===== src/rtl/exc_sched.sv =====
// Exception/interrupt scheduler between MEM and CP0: synchronizes interrupt lines,
// arbitrates one event per instruction, presents it to CP0 for one cycle, then holds the front end.
module exc_sched #(
    parameter logic [4:0]  EXC_NONE    = 5'h10,
    parameter logic [4:0]  EXC_ERET    = 5'h11,
    parameter int unsigned HOLD_CYCLES = 2
) (
    input  logic        cpu_clk_50M,
    input  logic        cpu_rst,
    input  logic        mem_valid_i,
    input  logic [31:0] mem_pc_i,
    input  logic        mem_in_delay_i,
    input  logic [5:0]  mem_exc_vec_i,
    input  logic [5:0]  int_i,
    input  logic [31:0] status_i,
    output logic [5:0]  int_o,
    output logic [4:0]  exccode_o,
    output logic [31:0] pc_o,
    output logic        in_delay_o,
    output logic        kill_o,
    output logic        stall_o,
    output logic        busy_o
);

    localparam logic [4:0] EXC_INT   = 5'h00;
    localparam logic [4:0] EXC_ADEL  = 5'h04;
    localparam logic [4:0] EXC_RI    = 5'h0A;
    localparam logic [4:0] EXC_OV    = 5'h0C;
    localparam logic [4:0] EXC_SYS   = 5'h08;
    localparam logic [4:0] EXC_BREAK = 5'h09;
    localparam logic [3:0] HOLD_LOAD = 4'(HOLD_CYCLES);

    typedef enum logic [1:0] {
        ST_IDLE = 2'd0,
        ST_FIRE = 2'd1,
        ST_HOLD = 2'd2
    } state_e;

    // Lowest set flag wins; bit 0 has the highest priority.
    function automatic logic [4:0] exc_pick(input logic [5:0] vec);
        logic [4:0] code;
        casez (vec)
            6'b?????1: code = EXC_ADEL;
            6'b????10: code = EXC_RI;
            6'b???100: code = EXC_OV;
            6'b??1000: code = EXC_SYS;
            6'b?10000: code = EXC_BREAK;
            6'b100000: code = EXC_ERET;
            default:   code = EXC_NONE;
        endcase
        return code;
    endfunction

    state_e      state_q, state_d;
    logic [3:0]  cnt_q, cnt_d;
    logic [4:0]  code_q, code_d;
    logic [31:0] pc_q, pc_d;
    logic        dly_q, dly_d;
    logic [5:0]  sync1_q;
    logic [5:0]  int_q;

    logic        int_req_s;
    logic        evt_s;
    logic [4:0]  evt_code_s;
    logic        unused_status_s;

    assign unused_status_s = ^{status_i[31:16], status_i[9:2]};

    // Two-flop synchronizer for the asynchronous interrupt lines.
    always_ff @(posedge cpu_clk_50M or posedge cpu_rst) begin
        if (cpu_rst) begin
            sync1_q <= 6'b000000;
            int_q   <= 6'b000000;
        end else begin
            sync1_q <= int_i;
            int_q   <= sync1_q;
        end
    end

    assign int_o = int_q;

    assign int_req_s  = status_i[0] & ~status_i[1] & (|(int_q & status_i[15:10]));
    assign evt_s      = mem_valid_i & (int_req_s | (|mem_exc_vec_i));
    assign evt_code_s = int_req_s ? EXC_INT : exc_pick(mem_exc_vec_i);

    // State, hold counter and captured event registers.
    always_ff @(posedge cpu_clk_50M or posedge cpu_rst) begin
        if (cpu_rst) begin
            state_q <= ST_IDLE;
            cnt_q   <= 4'd0;
            code_q  <= EXC_NONE;
            pc_q    <= 32'h0000_0000;
            dly_q   <= 1'b0;
        end else begin
            state_q <= state_d;
            cnt_q   <= cnt_d;
            code_q  <= code_d;
            pc_q    <= pc_d;
            dly_q   <= dly_d;
        end
    end

    // Next-state logic and CP0-facing outputs; inputs are only looked at in IDLE.
    always_comb begin
        state_d    = state_q;
        cnt_d      = cnt_q;
        code_d     = code_q;
        pc_d       = pc_q;
        dly_d      = dly_q;
        exccode_o  = EXC_NONE;
        pc_o       = 32'h0000_0000;
        in_delay_o = 1'b0;
        kill_o     = 1'b0;
        stall_o    = 1'b0;
        case (state_q)
            ST_IDLE: begin
                if (evt_s) begin
                    kill_o  = 1'b1;
                    code_d  = evt_code_s;
                    pc_d    = mem_pc_i;
                    dly_d   = mem_in_delay_i;
                    state_d = ST_FIRE;
                end else begin
                    state_d = ST_IDLE;
                end
            end
            ST_FIRE: begin
                kill_o     = 1'b1;
                stall_o    = 1'b1;
                exccode_o  = code_q;
                pc_o       = pc_q;
                in_delay_o = dly_q;
                cnt_d      = HOLD_LOAD;
                state_d    = ST_HOLD;
            end
            ST_HOLD: begin
                kill_o  = 1'b1;
                stall_o = 1'b1;
                cnt_d   = cnt_q - 4'd1;
                // A count of 1 marks the last refetch cycle; <= also recovers from a stray 0.
                if (cnt_q <= 4'd1) begin
                    state_d = ST_IDLE;
                end else begin
                    state_d = ST_HOLD;
                end
            end
            default: begin
                state_d = ST_IDLE;
            end
        endcase
    end

    assign busy_o = (state_q != ST_IDLE);

endmodule


===== config.mk =====
export PLATFORM = sky130hd
export DESIGN_NAME = exc_sched
export DESIGN_NICKNAME = d
export VERILOG_FILES = /design/src/rtl/exc_sched.sv
export SDC_FILE = /design/constraint.sdc
export NUM_CORES = 1
export LEC_CHECK = 0
export CORE_MARGIN = 2
export CORE_UTILIZATION = 24
export CTS_CLUSTER_DIAMETER = 100
export DETAILED_ROUTE_END_ITERATION = 12
export GPL_TIMING_DRIVEN = 0
export HOLD_SLACK_MARGIN = 0.12
export PLACE_DENSITY = 0.58
export SYNTH_ARGS = -nofsm -noshare
export SYNTH_HDL_FRONTEND = slang
export SYNTH_SLANG_ARGS = --single-unit

===== constraint.sdc =====
create_clock -name cpu_clk_50M -period 2.13 [get_ports cpu_clk_50M]
set_input_delay 0.213 -clock cpu_clk_50M [delete_from_list [all_inputs] [get_ports cpu_clk_50M]]
set_output_delay 0.213 -clock cpu_clk_50M [all_outputs]
set_load 0.02 [all_outputs]

* Word level (Yosys, flattened, before mapping) *
Index checks and enable logic that the tools add are counted.

storage, ports and cells
  register bits = 56
  input port bits = 80
  output and inout port bits = 47

cells by class
  add/sub/neg operators = 1
  magnitude comparators = 1
  eq/ne operators = 7
  multiplexer cells = 12
  bitwise logic cells = 6
  reduce and logical (&&, ||, !) cells = 7

operator list
  kind                                                            number
  2-to-1 mux 32 bit                                               1
  case mux 5 bit (6 select lines)                                 1
  OR reduction 6 bit                                              2
  2-to-1 mux 5 bit                                                2
  case mux 4 bit (2 select lines)                                 1
  bitwise AND 6 bit                                               1
  == test 6 bit, second input constant                            1
  case mux 2 bit (3 select lines)                                 1
  == test 5 bit, second input constant                            1
  == test 2 bit, second input constant                            2
  == test 4 bit, second input constant                            1
  less-or-equal comparator 4 x 1 -> 1 bit, second input constant  1
  2-to-1 mux 1 bit                                                4
  nonzero test 2 bit                                              2
  subtractor 4 x 1 -> 4 bit, second input constant                1
  bitwise AND 1 bit                                               3
  == test 3 bit, second input constant                            1
  == test 2 x 1 -> 1 bit, second input constant                   1
  zero test 2 bit                                                 1
  2-to-1 mux 2 bit                                                1
  case mux 1 bit (2 select lines)                                 1
  AND reduction 2 bit                                             1
  OR reduction 2 bit                                              1
  NOT 1 bit                                                       1
  bitwise OR 1 bit                                                1

* Logic depth before layout (Yosys ltp) *
  depth in word-level cells = 7
  depth in mapped cells = 7
  depth with buffers taken out = 6

* Worst setup path after synthesis *
OpenSTA, ideal clock, no wires.

  path type = reg-to-output
  start = register state_q[0]
  end = output port kill_o
  arrival time = 1.678 ns
  data required time = 1.917 ns
  path slack = 0.239 ns
  stages on the path, launching flop included = 8
  cell sequence = dfrtp_1 -> inv_1 -> ha_1 -> nand4b_1 -> a31oi_4 -> nor2_8 -> buf_6 -> a21oi_1

on the way
  word-level cells in the longest chain between the ends = 3
  elaborated cells between the ends (all ways) = 5
  classes of those cells = eq/ne: 2; mux: 1; reduce/logical: 2

RTL lines
  item                                                            line  RTL
  start: declaration                                              54    state_e state_q, state_d;
  start signal: assignment                                        95    state_q <= state_d;
  == test 2 bit / == test 2 x 1 -> 1 bit (equally long branches)  115   case (state_q)
  OR reduction 2 bit (no source line)                             -
  case mux 1 bit (2 select lines) *                               115
  end: declaration                                                20    output logic kill_o,

Every way passes the cells marked *; elsewhere a longest branch is shown, timed or not.

* Final worst setup path *
  start = register state_q[1]
  end = output port kill_o

The elaborated chain is that of the path after synthesis.

==> flow_summary.yaml <==
run_status:
  outcome: "finished clean"
synth:
  ys.flop_type: "dfrtp_1"
  synthCells: 193
  synth.avg_cell_area_um2: 12.8
  synth_top_area_cell: "dfrtp_1"
  netlist_area_mm2: 0.00247
  synth_area_leaders: "dfrtp_1, mux2_1, and2_1, ha_1, mux2_2"
  async_flop_share_pct: 100
  synth_top_area_share_pct: 55.6
  ys_types: 32
  synth_edf_count: 0
  synth_fp_nets: 279
  ys_seq_elements: 56
  ys_seq_area_share_pct: 56.7
  yosys_warnings: 0
place:
  numPortBuffers: 102
  dp_cells: 432
  dpl.hpwl_um: 4430
  place_ws_ns: -0.490
  routabilityCongestion: 0.791
die:
  coreArea_mm2: 0.0102
  die_x_um: 106
  die_height_um: 106
  io-pin-count: 127
  dieArea_mm2: 0.0111
  rows: 37
  initial_utilization_pct: 24.3
cts:
  cts_buffer_depth: 2
  cts_made_buffers: 5
  clock_sinks: 56
  clock-root-buffer: "clkbuf_8"
  clkSlewWorstSetupHoldPaths_ns: 0.10
  cts_tree: "yes"
  insertion_delay_ns: 0.30
  htree_levels: 2
  hold_buffers: 0
layout:
  post-route-util_pct: 37.1
  layout.cells.non_filler: 445
  drive_gt1_share_pct: 18.8
  fin_nets: 394
  syn2layout_area_growth_pct: 52.5
  num-fill-cells: 1062
  final_cell_mix: "clkdlybuf4s50_1, dfrtp_1, and2_1, mux2_1, clkbuf_2"
  n_antenna_cell: 0
  final_common_cell: "clkdlybuf4s50_1"
timing:
  fin_skew_ns: 0.00466
  tns_ns: 0
  finalWorstSetupSlack_ns: 0.0949
  period_needed_ns: 2.04
  clock.fmax_mhz: 491
  setup_viol: 0
  slew_headroom_pct: 63.1
  finalMaxSlewViolations: 0
  finalCritPeriodShare_pct: 95.5
  hold_viol_final: 0
  worst_pin_slew_ns: 0.553
routing:
  drt-total-wl_um: 5890
  ant_nets: 0
  vias_per_cell: 4.20
  wire_per_inst_um: 13.2
  vias: 1871
  drcViolationCount: 0
  drt-initial-drc-count: 35
  drt-pass1-iter-count: 4
run:
  cap_violations: 0
power:
  comb_power_share_pct: 46.5
  seq_power_share_pct: 38.6
  p_int_mw: 2.75
  switching_share_pct: 36.0
  p_sw_mw: 1.54
  ir_worst_vdd_uv: 381
  p_leak_nw: 1.70
  clkPwrFrac_pct: 14.9
  p_per_area_mw_per_mm2: 1140
global_route:
  globalRouteOverflowTotal: 0
  grt_start_max_net_pins: 33
  grt_first_pass_wirelength_um: 9670
  grtUsageTotal_pct: 10.9
  antenna_found_initial: 0
  grt_pass1_vias: 1918
worst_setup_path:
  rr_startpoint: "state_q[1]"
  crit_path_start_kind: "flop"
  cp_max_fo: 10
  arrival_ns: 1.82
  crit_type: "flop to output port"
  end_kind: "output port"
  startpoint: "state_q[1]"
  critical_path_required_ns: 1.92
hold_path:
  min_path_type: "primary input to asynchronous set/reset pin"
worst paths after layout:
check / end / slack (ns) / cells after the start
hold / removal: pc_q[6] / 0.27 / 2
setup reg to reg: pc_q[13] / 0.27 / 8
max in group asynchronous: code_q[4] / 1.22 / 3
setup / recovery: kill_o / 0.09 / 8
hold reg to reg: int_o[0] / 0.36 / 0
min in group cpu_clk_50M: sync1_q[3] / 0.34 / 1
per-layer routing:
layer	track usage, %	part of all wire, %	vias to the layer above
li1	-	-	883
met1	13.9	44	927
met2	18.2	49	56
met3	3.15	6.5	5
met4	2.82	0.70	0
met5	0	0	-
state kept, by name, summed over array words and instances (netlist names):
register  count
pc_q         32
int_o         6
sync1_q       6
code_q        5
cnt_q         4
state_q       2
dly_q         1
worst max-delay path: stages (launching register included):
cell and delay (ns):
dfrtp_1 0.42, inv_2 0.09, ha_4 0.14, nand4b_1 0.13, a31oi_4 0.26, nor2_8 0.06, buf_12 0.15, a21oi_4 0.14
buf_6 0.13
power by group through the flow:
stage	registers, mW	clock network [mW]	logic [mW]
after floorplan	1.63	0	1.23
after global placement	1.66	0	2.02
after detailed placement	1.68	0	2.04
after CTS	1.67	0.673	1.93
after global routing	1.71	0.720	2.19
final	1.66	0.638	2.00
per-stage QoR:
step / power, mW / hold WS [ns] / cell area (um2)
6_report: 4.29 / 0.274 / 3770
5_1_grt: 4.62 / 0.311 / 3770
4_1_cts: 4.27 / 0.300 / 3770
3_5_place_dp: 3.73 / 0.337 / 3690
3_3_place_gp: 3.69 / 0.334 / 3670
2_1_floorplan: 2.86 / 0.244 / 2470
cell families (layout without fill, tap and decap cells):
kind of cell	Yosys count	after routing	synth area share, %
simple gates	58	58	14.6
fa+ha+maj	6	6	3.03
flops	56	56	56.7
mux	34	34	15.4
compound gates	21	21	6.62
buf+inv	18	134	3.64
synth_stat cells, drive strengths merged, types with 2 or more instances:
cell / number
a21oi: 3
a22o: 2
a22oi: 3
a31oi: 2
and2: 37
buf: 3
clkbuf: 4
dfrtp: 55
ha: 6
inv: 11
mux2: 33
nand2: 4
nand3: 2
nor2: 8
nor3: 3
o21ai: 4
o2bb2ai: 2
area by class of cell:
cell class / count / area [um2] / share of cell area (%)
tap: 136 / 170 / 4.51
timing repair buffer: 108 / 961 / 25.5
clock buffer: 8 / 100 / 2.65
sequential: 56 / 1400 / 37.2
inverter: 11 / 41.3 / 1.09
multi-input combinational: 119 / 1030 / 27.3
buffer: 7 / 70.1 / 1.86
repair_timing:
action                                  4_1_cts  5_1_grt
endpoints found under the setup margin       39       22
buffers inserted                              1        4
cloned                                        0        0
resized for setup                            56       47
pin swaps                                     1        3
No activity file was read; power rests on OpenSTA's default activity.
